[config.mk]
export PLATFORM = sky130hd
export DESIGN_NAME = lfo_param_controller
export DESIGN_NICKNAME = d
export VERILOG_FILES = /design/src/rtl/lfo_param_controller.sv
export SDC_FILE = /design/constraint.sdc
export NUM_CORES = 1
export LEC_CHECK = 0
export CORE_MARGIN = 3
export CORE_UTILIZATION = 45
export CTS_CLUSTER_DIAMETER = 60
export DETAILED_ROUTE_END_ITERATION = 7
export GPL_TIMING_DRIVEN = 0
export MAX_ROUTING_LAYER = met4
export PLACE_DENSITY = 0.67
export SETUP_SLACK_MARGIN = 0.15
export SYNTH_ARGS = -nofsm -noshare
export SYNTH_HDL_FRONTEND = slang
export SYNTH_SLANG_ARGS = --single-unit
[constraint.sdc]
create_clock -name CLK -period 12.6 [get_ports CLK]
set_clock_uncertainty 0.15 [all_clocks]
set_input_delay 2.52 -clock CLK [delete_from_list [all_inputs] [get_ports CLK]]
set_output_delay 2.52 -clock CLK [all_outputs]
set_load 0.005 [all_outputs]
[src/rtl/lfo_param_controller.sv]
// LFO parameter controller: two push buttons adjust either the LFO rate (Hz)
// or the modulation depth (ms), selected by SW[3:0]. A rate change launches a
// restoring divider that turns RATE_CONST / rate into an LFO period count;
// a depth change is scaled to samples. Held buttons auto-repeat.
module lfo_param_controller #(
  parameter int DATA_W         = 32,
  parameter int RATE_CONST     = 97656,
  parameter int FREQ_MIN       = 1,
  parameter int FREQ_MAX       = 10,
  parameter int FREQ_DEF       = 5,
  parameter int DEPTH_MIN      = 5,
  parameter int DEPTH_MAX      = 10,
  parameter int DEPTH_DEF      = 5,
  parameter int SAMPLES_PER_MS = 48,
  parameter int FREQ_SEL       = 6,
  parameter int DEPTH_SEL      = 7,
  parameter int EN_BIT         = 5,
  parameter int REPEAT_DLY     = 24000000
) (
  input  logic              CLK,
  input  logic              RST,
  input  logic              key3,
  input  logic              key2,
  input  logic [9:0]        SW,
  output logic [DATA_W-1:0] frequency,
  output logic [15:0]       depth_samples,
  output logic              disabled,
  output logic              busy,
  output logic              upd
);

  localparam int CW = $clog2(DATA_W + 1);

  localparam logic [DATA_W-1:0] DIVIDEND   = DATA_W'(RATE_CONST);
  localparam logic [DATA_W-1:0] FREQ_RESET = DATA_W'(RATE_CONST / FREQ_DEF);
  localparam logic [DATA_W-1:0] F_MIN      = DATA_W'(FREQ_MIN);
  localparam logic [DATA_W-1:0] F_MAX      = DATA_W'(FREQ_MAX);
  localparam logic [DATA_W-1:0] F_DEF      = DATA_W'(FREQ_DEF);
  localparam logic [DATA_W-1:0] F_ONE      = DATA_W'(1);
  localparam logic [15:0]       D_MIN      = 16'(DEPTH_MIN);
  localparam logic [15:0]       D_MAX      = 16'(DEPTH_MAX);
  localparam logic [15:0]       D_DEF      = 16'(DEPTH_DEF);
  localparam logic [15:0]       D_ONE      = 16'd1;
  localparam logic [15:0]       SPM        = 16'(SAMPLES_PER_MS);
  localparam logic [15:0]       DEPTH_RST  = 16'(DEPTH_DEF * SAMPLES_PER_MS);
  localparam logic [3:0]        SEL_RATE   = 4'(FREQ_SEL);
  localparam logic [3:0]        SEL_DEPTH  = 4'(DEPTH_SEL);
  localparam logic [31:0]       REP_LAST   = 32'(REPEAT_DLY - 1);
  localparam logic [CW-1:0]     LAST_BIT   = CW'(DATA_W - 1);

  typedef enum logic [1:0] {
    S_IDLE = 2'd0,
    S_DIV  = 2'd1,
    S_DONE = 2'd2
  } state_t;

  // Key vectors: index 1 = key3 (decrement), index 0 = key2 (increment)
  logic [1:0]        keys_s1_q, keys_s2_q, keys_p_q;
  logic [9:0]        sw_s1_q, sw_s2_q;
  logic [31:0]       rep_dec_q, rep_dec_d, rep_inc_q, rep_inc_d;
  logic [DATA_W-1:0] rate_q, rate_d;
  logic              start_q, start_d;
  logic [15:0]       depth_ms_q, depth_ms_d;
  logic              depth_chg_q, depth_chg_d;
  logic [15:0]       depth_samples_q, depth_samples_d;
  logic              disabled_q, disabled_d;
  logic              busy_q, busy_d;
  logic              upd_q, upd_d;
  state_t            state_q, state_d;
  logic [DATA_W-1:0] rem_q, rem_d, quot_q, quot_d, div_q, div_d, freq_q, freq_d;
  logic [CW-1:0]     cnt_q, cnt_d;

  logic              press_dec_s, press_inc_s, dec_s, inc_s;
  logic              sel_rate_s, sel_depth_s, fsm_upd_s;
  logic [DATA_W:0]   rem_shift_s, diff_s;
  logic              unused_sw_s;

  // Only the select code and enable bit have a function; other switches are spare
  assign unused_sw_s = ^sw_s2_q;

  // Two-flop synchronizers plus a history flop for falling-edge detection
  always_ff @(posedge CLK) begin
    if (RST) begin
      keys_s1_q <= 2'b11;
      keys_s2_q <= 2'b11;
      keys_p_q  <= 2'b11;
      sw_s1_q   <= 10'd0;
      sw_s2_q   <= 10'd0;
    end else begin
      keys_s1_q <= {key3, key2};
      keys_s2_q <= keys_s1_q;
      keys_p_q  <= keys_s2_q;
      sw_s1_q   <= SW;
      sw_s2_q   <= sw_s1_q;
    end
  end

  // Press detection, auto-repeat timers and parameter next-state
  always_comb begin
    rep_dec_d   = rep_dec_q;
    rep_inc_d   = rep_inc_q;
    rate_d      = rate_q;
    start_d     = 1'b0;
    depth_ms_d  = depth_ms_q;
    depth_chg_d = 1'b0;

    // A timer runs only while its key is held; each wrap is one repeat press
    if (keys_s2_q[1]) begin
      rep_dec_d = 32'd0;
    end else if (rep_dec_q == REP_LAST) begin
      rep_dec_d = 32'd0;
    end else begin
      rep_dec_d = rep_dec_q + 32'd1;
    end
    if (keys_s2_q[0]) begin
      rep_inc_d = 32'd0;
    end else if (rep_inc_q == REP_LAST) begin
      rep_inc_d = 32'd0;
    end else begin
      rep_inc_d = rep_inc_q + 32'd1;
    end

    press_dec_s = (keys_p_q[1] & ~keys_s2_q[1]) | (~keys_s2_q[1] & (rep_dec_q == REP_LAST));
    press_inc_s = (keys_p_q[0] & ~keys_s2_q[0]) | (~keys_s2_q[0] & (rep_inc_q == REP_LAST));
    // Simultaneous presses cancel each other
    dec_s = press_dec_s & ~press_inc_s;
    inc_s = press_inc_s & ~press_dec_s;

    sel_rate_s  = (sw_s2_q[3:0] == SEL_RATE);
    sel_depth_s = (sw_s2_q[3:0] == SEL_DEPTH);

    // Rate presses are dropped while a divide is pending or running
    if (sel_rate_s && !busy_q) begin
      if (inc_s && (rate_q < F_MAX)) begin
        rate_d  = rate_q + F_ONE;
        start_d = 1'b1;
      end else if (dec_s && (rate_q > F_MIN)) begin
        rate_d  = rate_q - F_ONE;
        start_d = 1'b1;
      end else begin
        rate_d  = rate_q;
      end
    end else if (sel_depth_s) begin
      if (inc_s && (depth_ms_q < D_MAX)) begin
        depth_ms_d  = depth_ms_q + D_ONE;
        depth_chg_d = 1'b1;
      end else if (dec_s && (depth_ms_q > D_MIN)) begin
        depth_ms_d  = depth_ms_q - D_ONE;
        depth_chg_d = 1'b1;
      end else begin
        depth_ms_d  = depth_ms_q;
      end
    end else begin
      rate_d     = rate_q;
      depth_ms_d = depth_ms_q;
    end
  end

  // Parameter registers and auto-repeat timers
  always_ff @(posedge CLK) begin
    if (RST) begin
      rep_dec_q   <= 32'd0;
      rep_inc_q   <= 32'd0;
      rate_q      <= F_DEF;
      start_q     <= 1'b0;
      depth_ms_q  <= D_DEF;
      depth_chg_q <= 1'b0;
    end else begin
      rep_dec_q   <= rep_dec_d;
      rep_inc_q   <= rep_inc_d;
      rate_q      <= rate_d;
      start_q     <= start_d;
      depth_ms_q  <= depth_ms_d;
      depth_chg_q <= depth_chg_d;
    end
  end

  // Rate FSM next state and restoring divider datapath
  always_comb begin
    state_d     = state_q;
    rem_d       = rem_q;
    quot_d      = quot_q;
    div_d       = div_q;
    cnt_d       = cnt_q;
    freq_d      = freq_q;
    fsm_upd_s   = 1'b0;
    rem_shift_s = {rem_q, quot_q[DATA_W-1]};
    diff_s      = rem_shift_s - {1'b0, div_q};

    case (state_q)
      S_IDLE: begin
        if (start_q) begin
          state_d = S_DIV;
          rem_d   = '0;
          quot_d  = DIVIDEND;
          div_d   = rate_q;
          cnt_d   = '0;
        end else begin
          state_d = S_IDLE;
        end
      end
      S_DIV: begin
        // Borrow out of the trial subtraction means the divisor did not fit
        if (diff_s[DATA_W]) begin
          rem_d  = rem_shift_s[DATA_W-1:0];
          quot_d = {quot_q[DATA_W-2:0], 1'b0};
        end else begin
          rem_d  = diff_s[DATA_W-1:0];
          quot_d = {quot_q[DATA_W-2:0], 1'b1};
        end
        cnt_d = cnt_q + CW'(1);
        if (cnt_q == LAST_BIT) begin
          state_d = S_DONE;
        end else begin
          state_d = S_DIV;
        end
      end
      S_DONE: begin
        freq_d    = quot_q;
        fsm_upd_s = 1'b1;
        state_d   = S_IDLE;
      end
      default: begin
        state_d = S_IDLE;
      end
    endcase

    // Busy already covers the cycle between the rate update and DIV entry
    busy_d          = start_d | (state_d != S_IDLE);
    upd_d           = fsm_upd_s | depth_chg_q;
    disabled_d      = ~sw_s2_q[EN_BIT];
    depth_samples_d = depth_chg_q ? 16'(depth_ms_q * SPM) : depth_samples_q;
  end

  // FSM state, divider registers and registered outputs
  always_ff @(posedge CLK) begin
    if (RST) begin
      state_q         <= S_IDLE;
      rem_q           <= '0;
      quot_q          <= '0;
      div_q           <= '0;
      cnt_q           <= '0;
      freq_q          <= FREQ_RESET;
      depth_samples_q <= DEPTH_RST;
      disabled_q      <= 1'b0;
      busy_q          <= 1'b0;
      upd_q           <= 1'b0;
    end else begin
      state_q         <= state_d;
      rem_q           <= rem_d;
      quot_q          <= quot_d;
      div_q           <= div_d;
      cnt_q           <= cnt_d;
      freq_q          <= freq_d;
      depth_samples_q <= depth_samples_d;
      disabled_q      <= disabled_d;
      busy_q          <= busy_d;
      upd_q           <= upd_d;
    end
  end

  assign frequency     = freq_q;
  assign depth_samples = depth_samples_q;
  assign disabled      = disabled_q;
  assign busy          = busy_q;
  assign upd           = upd_q;

endmodule

* Word-level counts from Yosys, hierarchy flattened
Cells that the tools add are included.
** Storage, ports and cells
- Register bits after elaboration :: 283
- Input port bits :: 14
- Output and inout bits :: 51
- Word-level logic and storage cells :: 98
** Cells by class
- $add $sub $neg :: 8
- $mul :: 1
- $lt $le $gt $ge :: 4
- Equal/unequal tests :: 8
- Mux-type cells :: 21
- Bitwise operators :: 17
- Reductions and logical operators :: 18
** Operators with widths (number)
- $mux 32 :: 5
- $pmux 32 s2 :: 2
- $add 32x1->32 const B :: 3
- $eq 32x25->1 const B :: 2
- $sub 33x32->33 :: 1
- $gt 32x1->1 const B :: 1
- $lt 32x4->1 const B :: 1
- $mux 16 :: 2
- $sub 32x1->32 const B :: 1
- $add 16x1->16 const B :: 1
- $gt 16x3->1 const B :: 1
- $lt 16x4->1 const B :: 1
- $mul 16x2->12 const B :: 1
- $sub 16x1->16 const B :: 1
- $pmux 6 s2 :: 1
- $reduce_or 3->1 :: 3
- $eq 4x3->1 const B :: 2
- $mux 1 :: 8
- $reduce_bool 2->1 :: 4
- $not 1->1 :: 7
- $add 6x1->6 const B :: 1
- $and 1x1->1 :: 6
- $eq 6x5->1 const B :: 1
- $mux 6 :: 1
- 11 further kinds :: 20

* Longest topological paths before layout
Gate-level depths: netlist (run 1).
- Word-level depth :: 10
- Depth in mapped cells :: 20
- Mapped depth without buffers :: 19

* Worst setup path before layout (run 1)
Ideal clock, no wire load.
- Path type :: flip-flop to flip-flop
- Start :: register rep_inc_q[0]
- End :: register depth_ms_q[15]
- Library setup time :: 0.128 ns
- Arrival time :: 4.335 ns
- Data required time :: 12.322 ns
- Path slack :: 7.987 ns
- Stages on the path, launching flop included :: 20
- Buffers on the path :: 1
- Clock period less this slack :: 4.613 ns
- Cells stage by stage :: dfxtp_1 > ha_1 > and3_1 > nand4_2 > or4_4 > a21oi_2 > nand2b_1 > or2_2 > buf_6 > ha_1 > a21o_1 > a21o_1 > a2111oi_0 > o31ai_1 > o41ai_1 > o21ai_0 > xor2_1 > nand2_1 > xor2_1 > nor2_1
** Between the ends
- Longest elaborated chain between the ends :: 8
- Elaborated cells between the ends (all ways) :: 11
- Those cells by class :: eq/ne (1); mux (1); bitwise (5); reduce/logical (4)
** Ends and longest elaborated chain
- start, declared :: line 60 : logic [31:0] rep_dec_q, rep_dec_d, rep_inc_q, rep_inc_d;
- start signal, assigned :: line 170 : rep_inc_q <= rep_inc_d;
- $eq 32x25->1 * :: line 124 : press_inc_s = (keys_p_q[0] & ~keys_s2_q[0]) | (~keys_s2_q[0] & (rep_inc_q == REP_LAST));
- $and 1x1->1 * :: line 124
- $or 1x1->1 * :: line 124
- $not 1->1 :: line 126 : dec_s = press_dec_s & ~press_inc_s;
- $and 1x1->1 :: line 126
- $logic_and 1x1->1 :: line 147 : end else if (dec_s && (depth_ms_q > D_MIN)) begin
- $reduce_bool 2->1 (no source line)
- $reduce_and 3->1 (no source line)
- end signal, assigned :: line 173 : depth_ms_q <= depth_ms_d;
- end, declared :: line 63 : logic [15:0] depth_ms_q, depth_ms_d;
Mark *: on every way between the ends. The rest lies on a longest branch, timed or not.
A chain may end at the register's enable or synchronous reset.

* Worst setup path in the final report (run 1)
Ends and elaborated chain as after synthesis.

==> results of run 1 <==
## area by class of cell
class                      count  area share [%]
multi-input combinational   1224            47.7
timing repair buffer          55            3.51
clock inverter                10           0.637
buffer                        71            2.02
sequential                   281            35.8
clock buffer                  42            5.46
tap                          390            3.11
inverter                      74            1.77
## cells in the mapped netlist, types with 7 or more instances
library cell / n / area, um2
a22o_1: 25 / 219
and2_1: 7 / 43.8
inv_1: 74 / 278
nand2_1: 229 / 860
and3_1: 20 / 125
clkbuf_1: 55 / 206
nor2b_1: 19 / 119
mux2i_1: 43 / 430
nand2b_1: 9 / 56.3
a21o_1: 21 / 158
ha_1: 73 / 913
xor2_1: 71 / 622
or3_1: 20 / 125
nor3_1: 41 / 205
o21ai_0: 67 / 335
or2_2: 11 / 68.8
o21bai_1: 9 / 67.6
a21oi_1: 132 / 661
nor2_1: 202 / 758
buf_4: 7 / 52.6
nand4_1: 14 / 87.6
nand3b_1: 10 / 75.1
xnor2_1: 56 / 490
dfxtp_1: 281 / 5630
nand3_1: 45 / 225
## worst min path at each step
stage	from	endpoint	slack, ns	cells past startpoint
floorplan	sw_s2_q[5]	disabled	0.22	1
detailed placement	keys_s1_q[1]	keys_s2_q[1]	0.25	1
CTS	keys_s1_q[1]	keys_s2_q[1]	0.27	1
global placement	keys_s1_q[1]	keys_s2_q[1]	0.25	1
global route	keys_s1_q[1]	keys_s2_q[1]	0.28	1
finish	keys_s1_q[1]	keys_s2_q[1]	0.26	1
## sequential cells by signal, indices dropped and copies added, names as in the netlist, 2 cells and up
signal         count
sw_s2_q            5
frequency         32
rate_q            32
cnt_q              6
keys_s2_q          2
quot_q            32
keys_p_q           2
state_q            2
sw_s1_q            5
depth_ms_q        16
depth_samples     12
rep_dec_q         32
rep_inc_q         32
rem_q             32
div_q             32
keys_s1_q          2
## worst reg2reg max path, delay by kind of cell (launching register included)
family | cells | cell delay (ns)
buffers and inverters | 1 | 0.18
adder cells (fa/ha/maj) | 2 | 0.50
AO/OA/AOI/OAI | 7 | 2.29
flip-flops | 1 | 0.37
AND/OR/NAND/NOR | 7 | 1.45
XOR/XNOR | 2 | 0.33
## per-layer routing
metal	routed length [um]	GRT usage (%)
met1	15100	25.9
met2	13500	29.8
met3	938	2.44
met4	608	4.11
met5	0	-
## cells by family after synthesis
kind of cell,after synthesis,synth area share [%]
other,1,0.0274
AO/OA/AOI/OAI,307,13.6
AND/OR/NAND/NOR,666,22.4
buffers and inverters,145,4.34
XOR/XNOR,128,8.24
adder cells (fa/ha/maj),76,7.11
flip-flops,281,41.1
multiplexers,43,3.14
## where the power goes
part	leakage (nW)	internal (mW)	switching, mW
Clock	0.466	0.496	0.361
Combinational	3.48	0.0174	0.0302
Sequential	2.27	0.891	0.00101
Total	6.21	1.40	0.393
==> impl_metrics.py, run 1 <==
metrics = {
    "critical_path": {
        "ff2ff_setup_slack_ns": 7.19,
        "cpMaxStageDelayCell": "o41ai_1",
        "cp-start-kind": "flip-flop",
        "r2r-start": "rep_inc_q[0]",
        "max_stage_delay_ns": 0.62,
        "cp_max_fo": 18,
        "path_buf_inv": 1,
        "worst-path-stages": 19,
        "crit_family": "compound AO/OA/AOI/OAI gates",
        "required_ns": 12.87,
        "ff2ff_path_depth": 19,
        "worstPathCellList": "ha_1, and3_1, nand4_2, or4_4, a21oi_2, nand2b_1, or2_2, buf_6, ha_1, a21o_1, a21o_1, a2111oi_0, o31ai_1, o41ai_1, o21ai_0, xor2_1, nand2_1, xor2_1, nor2_1",
        "r2r_end": "depth_ms_q[15]",
        "worstSetupPathType": "reg2reg",
        "arrival_ns": 5.68,
        "crit_start": "rep_inc_q[0]",
        "setup.worst_path.end": "depth_ms_q[15]",
        "end_kind": "flip-flop",
    },
    "sta": {
        "fmax_mhz": 185,
        "fin_hold_ws_ns": 0.261,
        "rsz0062_at_grt": "no",
        "finalWorstSetupSlack_ns": 7.19,
        "setup_violations": 0,
        "relSlewSlack_pct": 42.3,
        "finalCritPeriodShare_pct": 42.9,
        "setup_tns_ns": 0,
        "tightest_slew_ns": 0.865,
        "min_period_ns": 5.41,
        "hold_viol": 0,
        "slew_viol_final": 0,
    },
    "placed_design": {
        "dp_slack_ns": 7.17,
        "post-dp-hpwl_um": 22100,
        "io_buffers": 55,
        "globalplace.congestion": 0.849,
        "place_inst": 2095,
        "place_area_um2": 14700,
    },
    "clock_network": {
        "cts-root-buf": "clkbuf_16",
        "clockBufferDepth": 3,
        "cts_htree_levels": 1,
        "clock_latency_ns": 0.56,
        "cts.clk_slew.worst_paths_ns": 0.06,
        "tritoncts": "done",
        "postCtsSetupBuffers": 0,
        "cts_made_buffers": 30,
        "cts_hold_buf": 0,
        "cts_sinks": 281,
        "cts_resized": 0,
    },
    "synth": {
        "syn_area_per_cell_um2": 8.32,
        "synth_ff_type": "dfxtp_1",
        "yosysWarnings": 0,
        "synth_cell_types": 71,
        "ys_seq_elements": 281,
        "synthArstFlopShare_pct": 0,
        "synth_edf_count": 0,
        "syn_inst": 1647,
        "seq_area_frac_synth_pct": 41.1,
        "synth_area_um2": 13700,
    },
    "routing": {
        "avgRoutedWirePerCell_um": 14.0,
        "first_iter_violations": 534,
        "drt-total-wl_um": 30100,
        "num_vias": 11100,
        "via_per_inst": 5.17,
        "ant_nets": 0,
        "firstDrtPassIters": 5,
        "drc_errors": 0,
    },
    "cells_and_area": {
        "layout.nets": 1827,
        "drive_gt1_share_pct": 5.07,
        "antennaDiodeCount": 0,
        "regArea_um2": 5630,
        "fin_area_um2": 15700,
        "layout-area-overhead-vs-synth_pct": 14.7,
        "multiInputGateArea_um2": 7490,
        "filler_cell_count": 2809,
        "utilization_pct": 52.7,
        "final_common_cell": "dfxtp_1",
        "stdcell_count": 2147,
        "final_cell_mix": "dfxtp_1, nand2_1, nor2_1",
    },
    "run_status": {
        "status": "finished, final reports clean",
    },
    "floorplan": {
        "core_region_area_um2": 29800,
        "fp.dieW_um": 180,
        "rows": 63,
        "dieArea_um2": 32600,
        "pin_count": 65,
        "initial_core_util_pct": 46.0,
        "die_h_um": 180,
    },
    "min_path": {
        "hp-class": "reg2reg",
    },
    "global_routing": {
        "grt_overflow": 0,
        "antenna_found_initial": 0,
        "grt_max_degree": 19,
        "grt_pass1_vias": 10600,
        "grt_usage_pct": 18.8,
        "grt_pass1_wl_um": 51400,
    },
    "flow_run": {
        "maxCapViolations": 0,
    },
    "power": {
        "peakVddDrop_mv": 0.0891,
        "leakage_nw": 6.21,
        "cellPowerDensity_nw_per_um2": 114,
        "power_mw": 1.80,
    },
}
(Power assumes the default switching activity.)
==> inputs of run 2 (changes only) <==
--- a/config.mk
+++ b/config.mk
@@ -11,7 +11,7 @@
 export DETAILED_ROUTE_END_ITERATION = 7
 export GPL_TIMING_DRIVEN = 0
 export MAX_ROUTING_LAYER = met4
-export PLACE_DENSITY = 0.67
+export PLACE_DENSITY = 0.7
 export SETUP_SLACK_MARGIN = 0.15
 export SYNTH_ARGS = -nofsm -noshare
 export SYNTH_HDL_FRONTEND = slang
==> constraint.sdc (replaced) <==
create_clock -name CLK -period 4.4 [get_ports CLK]
set_clock_uncertainty 0.15 [all_clocks]
set_input_delay 0.88 -clock CLK [delete_from_list [all_inputs] [get_ports CLK]]
set_output_delay 0.88 -clock CLK [all_outputs]
set_load 0.005 [all_outputs]
==> impl_metrics.py, run 2 (synthesis results as in run 1) <==
metrics = {
    "power": {
        "p_int_mw": 4.45,
        "power_mw": 5.63,
        "p_sw_share_pct": 20.9,
        "p_switching_mw": 1.17,
        "leakage_nw": 6.43,
        "seq_power_share_pct": 45.4,
        "peakVddDrop_mv": 0.324,
        "clkPwrFrac_pct": 51.8,
        "power_frac_comb_pct": 2.8,
        "cellPowerDensity_nw_per_um2": 347,
    },
    "sta": {
        "fmax_mhz": 234,
        "finalCritPeriodShare_pct": 97.1,
        "setup_violations": 0,
        "hold_viol": 0,
        "min_period_ns": 4.27,
        "rsz0062_at_grt": "yes",
        "relSlewSlack_pct": 43.2,
        "tightest_slew_ns": 0.851,
        "finalWorstSetupSlack_ns": 0.129,
        "slew_viol_final": 0,
    },
    "critical_path": {
        "crit_family": "compound AO/OA/AOI/OAI gates",
        "cpMaxStageDelayCell": "or4_4",
        "worstSetupPathType": "reg2reg",
        "arrival_ns": 4.56,
        "required_ns": 4.69,
        "end_kind": "flip-flop",
        "cp_max_fo": 4,
        "ff2ff_setup_slack_ns": 0.13,
        "worstPathCellList": "nor4b_4, nand4_1, or4_4, a21oi_4, nand2b_1, or2_4, buf_12, ha_4, a21o_1, a21o_1, a2111oi_4, o31ai_4, o41ai_4, o21ai_1, xor2_1, nand2_1, xor2_1, nor2_1",
        "path_buf_inv": 1,
        "ff2ff_path_depth": 18,
        "cp-start-kind": "flip-flop",
        "max_stage_delay_ns": 0.55,
        "worst-path-stages": 18,
    },
    "cells_and_area": {
        "drive_gt1_share_pct": 7.93,
        "filler_cell_count": 2704,
        "final_cell_mix": "dfxtp_1, nand2_1, nor2_1",
        "antennaDiodeCount": 0,
        "final_common_cell": "dfxtp_1",
        "layout-area-overhead-vs-synth_pct": 18.4,
        "regArea_um2": 5640,
        "layout.nets": 1843,
        "multiInputGateArea_um2": 7650,
    },
    "clock_network": {
        "cts_htree_levels": 1,
        "clock_latency_ns": 0.57,
        "cts_sinks": 281,
        "clockBufferDepth": 3,
        "cts-root-buf": "clkbuf_16",
        "cts_made_buffers": 31,
        "tritoncts": "done",
        "cts.clk_slew.worst_paths_ns": 0.06,
    },
    "routing": {
        "firstDrtPassIters": 5,
        "drc_errors": 0,
        "via_per_inst": 5.20,
        "num_vias": 11300,
        "drt-total-wl_um": 30900,
        "first_iter_violations": 566,
        "avgRoutedWirePerCell_um": 14.2,
        "ant_nets": 0,
    },
    "global_routing": {
        "grt_pass1_wl_um": 52200,
        "grt_usage_pct": 19.0,
        "grt_max_degree": 16,
        "antenna_found_initial": 0,
        "grt_pass1_vias": 11100,
        "grt_overflow": 0,
    },
    "floorplan": {
        "core_region_area_um2": 29800,
        "pin_count": 65,
        "rows": 63,
        "die_h_um": 180,
        "dieArea_um2": 32600,
        "initial_core_util_pct": 46.0,
        "fp.dieW_um": 180,
    },
    "placed_design": {
        "globalplace.congestion": 0.861,
        "io_buffers": 55,
        "post-dp-hpwl_um": 22200,
        "dp_slack_ns": -0.487,
    },
    "flow_run": {
        "maxCapViolations": 0,
    },
    "min_path": {
        "holdPathStages": 1,
        "hp-class": "reg2reg",
    },
    "run_status": {
        "status": "finished, final reports clean",
    },
}
run 2: changes by cell type in the layout (fill, tap and decap cells not counted), moves of 3 or more:
cell | previous run | this run
clkbuf_1 | 62 | 58
o21ai_0 | 67 | 63
ha_4 | 0 | 3
clkinv_2 | 3 | 6
dfxtp_1 | 281 | 269
buf_4 | 7 | 22
bufinv_16 | 1 | 8
o21ai_1 | 3 | 7
nor4b_1 | 6 | 3
ha_1 | 73 | 69
dfxtp_2 | 0 | 12
run 2: area by class of cell:
type                            instances  area share [%]
Clock buffer                           38            5.19
Multi-Input combinational cell       1224            47.2
Tap cell                              390            3.01
Buffer                                 71            2.01
Inverter                               74            1.71
Sequential cell                       281            34.8
Timing Repair Buffer                   70            4.09
Clock inverter                         20            2.03
run 2: timing repair:
| action | CTS | global route |
|---|---|---|
| resized for setup | 23 | 10 |
| setup endpoints to repair | 7 | 6 |
| setup buffers | 11 | 4 |
| hold buffers | 0 | 0 |
| pin swaps | 15 | 8 |
run 2: worst paths after layout:
kind                    end          start
min reg2reg        disabled     sw_s2_q[5]
max reg2reg  depth_ms_q[15]  rep_inc_q[11]
min                disabled     sw_s2_q[5]
max          depth_ms_q[15]  rep_inc_q[11]
run 2: worst register-to-register path, delay by kind of cell (launching register included):
family / cells / cell delay, ns
adder cells (fa/ha/maj): 1 / 0.20
XOR/XNOR: 2 / 0.35
buffers and inverters: 1 / 0.13
flip-flops: 1 / 0.34
AO/OA/AOI/OAI: 7 / 1.58
AND/OR/NAND/NOR: 7 / 1.41
run 2: routing by layer:
metal	routed length (um)	vias up	GRT usage (%)
met3	1170	51	2.79
li1	-	5810	-
met2	14300	200	31.2
met4	752	0	5.34
met1	14700	5223	24.6
met5	0	-	-
run 2: through the flow:
stage,cells,hold WS [ns],cell area (um2),setup TNS [ns],utilization (%)
2_1_floorplan,1650,0.218,13800,0,-
3_5_place_dp,2095,0.232,14800,-1.42,49.6
4_1_cts,2164,0.240,16200,0,54.3
3_3_place_gp,2095,0.224,14800,-1.13,49.6
5_1_grt,2168,0.253,16200,-0.0283,54.4
6_report,2168,0.234,16200,0,54.4
run 2: power groups by stage:
| stage | Clock [mW] | Combinational [mW] | Sequential (mW) |
|---|---|---|---|
| finish | 2.91 | 0.157 | 2.56 |
| global route | 3.08 | 0.172 | 2.55 |
| CTS | 2.99 | 0.154 | 2.56 |
| detailed placement | 0 | 0.142 | 2.61 |
| global placement | 0 | 0.139 | 2.61 |
| floorplan | 0 | 0.100 | 2.61 |
==> variant, RTL diff (settings of run 2) <==
Encoding of `state_t`: now one-hot (3 bits for 3 states).
--- a/src/rtl/lfo_param_controller.sv
+++ b/src/rtl/lfo_param_controller.sv
@@ -50,6 +50,6 @@
 
-  typedef enum logic [1:0] {
-    S_IDLE = 2'd0,
-    S_DIV  = 2'd1,
-    S_DONE = 2'd2
+  typedef enum logic [2:0] {
+    S_IDLE = 3'b001,
+    S_DIV  = 3'b010,
+    S_DONE = 3'b100
   } state_t;
Behaviour: no difference found for any inputs over 10 cycles, from zero or initial values and one cycle with RST high; not proved beyond that.
==> variant against run 2 <==
  * Utilization shrank 0.70 points
  * Sequential cell count rose by 1
  * Area after synthesis increased by 1.3%
  * Total power is 3.5% lower
  * First-iteration DRC count is 15% higher
  * Via count rose by 3.5%
  * Die area grew 1.2%
  * Sequential power is essentially flat
  * Wire length up 4.9%
  * Setup slack improved by 0.16 ns
  * Maximum frequency is 3.9% higher
  * Cell area decreased by 0.50%
  * Largest cell class unchanged
  * Largest power group unchanged
  * Highest routed layer unchanged
==> variant: results (changes against run 2) <==
Hold WS 0.2440 ns (+0.01034 ns); end point of the most critical hold path disabled; fin nets 1,857 (+0.76%); detailed router's first-iteration violation count 649 (+15%); area share of xor/xnor cells in the synthesized design 0.07576 (-0.006625); wire length of the first global-routing pass 54,250 um (+4.0%); worst setup slack before clock tree synthesis -0.9608 ns (-0.4734 ns); clock insertion delay at the later pin of the skew report 0.51 ns (-0.06 ns); Initial DRT Pass Iterations 5 (unchanged); root cell of the clock tree clkbuf_16; Commonest cells post-synth dfxtp_1, nand2_1, nor2_1; delay of the slowest critical-path stage 0.36 ns (-0.19 ns); final number of max-transition violations 0 (unchanged); dominant delay contributor by cell family on the critical path compound AO/OA/AOI/OAI gates; worst reg-to-reg setup slack 0.29 ns (+0.16 ns); H-Tree Depth 2 (+1); worst-case headroom to the max-slew limit 0.4315 (-0.0008700); Hold Path Class flip-flop to flip-flop; number of global-route vias before repair 11,190 (+0.61%); number of input and output port buffers inserted 54 (-1.8%); share of the synthesized area in compound gates (AO/OA/AOI/OAI) 0.1624 (+0.02607); CTS clk-pin slew, worst paths 0.06 ns (about the same); weighted congestion at the end of routability-driven global placement 0.8830 (+2.5%); Reg-to-Reg End depth_ms_q[15]; leakage power of the design 6.298 nW (-2.0%); number of flops mapped to enable cells by yosys 0 (unchanged); DP HPWL 23,850 um (+7.3%); Peak supply drop 0.2552 mV (-21%); part of the Yosys area used for sequential elements 0.4070 (-0.003706); Longest Clk Path Bufs 3 (unchanged); result of the run finished clean; final routed wire length divided by cell count 14.83 um (+4.2%); Synth Instances 1,670 (+1.4%); dominant register cell in the synthesized netlist dfxtp_1; highest fanout seen on the critical path 18 (+14); layout cell share with drive strength beyond 1 0.05469 (-0.02462); largest net degree at the start of global routing 19 (+3); CTS Buf Count 34 (+9.7%); Inserted Diodes 0 (unchanged); reg2reg start rep_inc_q[23]; Worst Hold Path Cells 1 (unchanged); cell count after placement 2,117 (+1.1%); number of warnings issued by yosys 0 (unchanged); hold path startpoint sw_s2_q[5]; reg2reg path depth 17 (-1); Vias per Instance 5.352 (+2.8%); async set-or-reset flop fraction in the synthesized netlist 0 (unchanged); total wire length 32,360 um (+4.9%); adder-cell share of the synthesized area 0.07017 (-0.0008909); aggregate global-route resource usage 0.1980 (+0.007768); fraction of synthesized area in multiplexers 0.02399 (-0.007429); arrival time at the worst endpoint 4.32 ns (-0.24 ns); highest-delay cell along the critical path o31ai_4; distinct cell type count of the synthesized netlist 66 (-7.0%); top cells by area, synth dfxtp_1, ha_1, nand2_1
-- variant: metal layers --
| metal | wire, um | GRT usage |
|---|---|---|
| met1 | 15330 | 0.2581 |
| met2 | 14940 | 0.3254 |
| met3 | 1571 | 0.03205 |
| met4 | 527 | 0.04418 |
| met5 | 0 | - |
-- variant: cell type report --
| type | instances | area, um2 |
|---|---|---|
| timing repair buffer | 58 | 570.5 |
| buffer | 77 | 321.6 |
| clock inverter | 15 | 133.9 |
| inverter | 72 | 270.3 |
| fill | 2808 | 13900 |
| sequential | 282 | 5645 |
| multi-input combinational | 1242 | 7747 |
| clock buffer | 46 | 957.2 |
| tap | 390 | 488.0 |
-- variant: timing repair --
item,CTS,global route
endpoints found under the setup margin,24,15
resized for setup,13,13
setup buffers,1,3
pin swaps,2,10
-- variant: how the worst max path moves through the flow --
stage                  startpoint  slack (ns)        endpoint
floorplan           rep_dec_q[23]        0.18  depth_ms_q[15]
global placement    rep_dec_q[23]       -0.96  depth_ms_q[15]
detailed placement  rep_dec_q[23]       -0.96  depth_ms_q[15]
CTS                 rep_inc_q[12]        0.13  depth_ms_q[15]
global route        rep_inc_q[23]        0.08  depth_ms_q[15]
finish              rep_inc_q[23]        0.29  depth_ms_q[15]
-- variant: metrics by stage --
step | util | total power, mW | cell area, um2
global placement | 0.4965 | 2.757 | 14910
finish | 0.5372 | 5.428 | 16130
CTS | 0.5349 | 5.489 | 16060
detailed placement | 0.4965 | 2.759 | 14910
global route | 0.5372 | 5.609 | 16130
floorplan | - | 2.716 | 13880
-- variant: power by group --
group          internal (mW)  switching (mW)
registers               2.56         0.00298
logic                 0.0582          0.0941
clock network           1.60            1.11
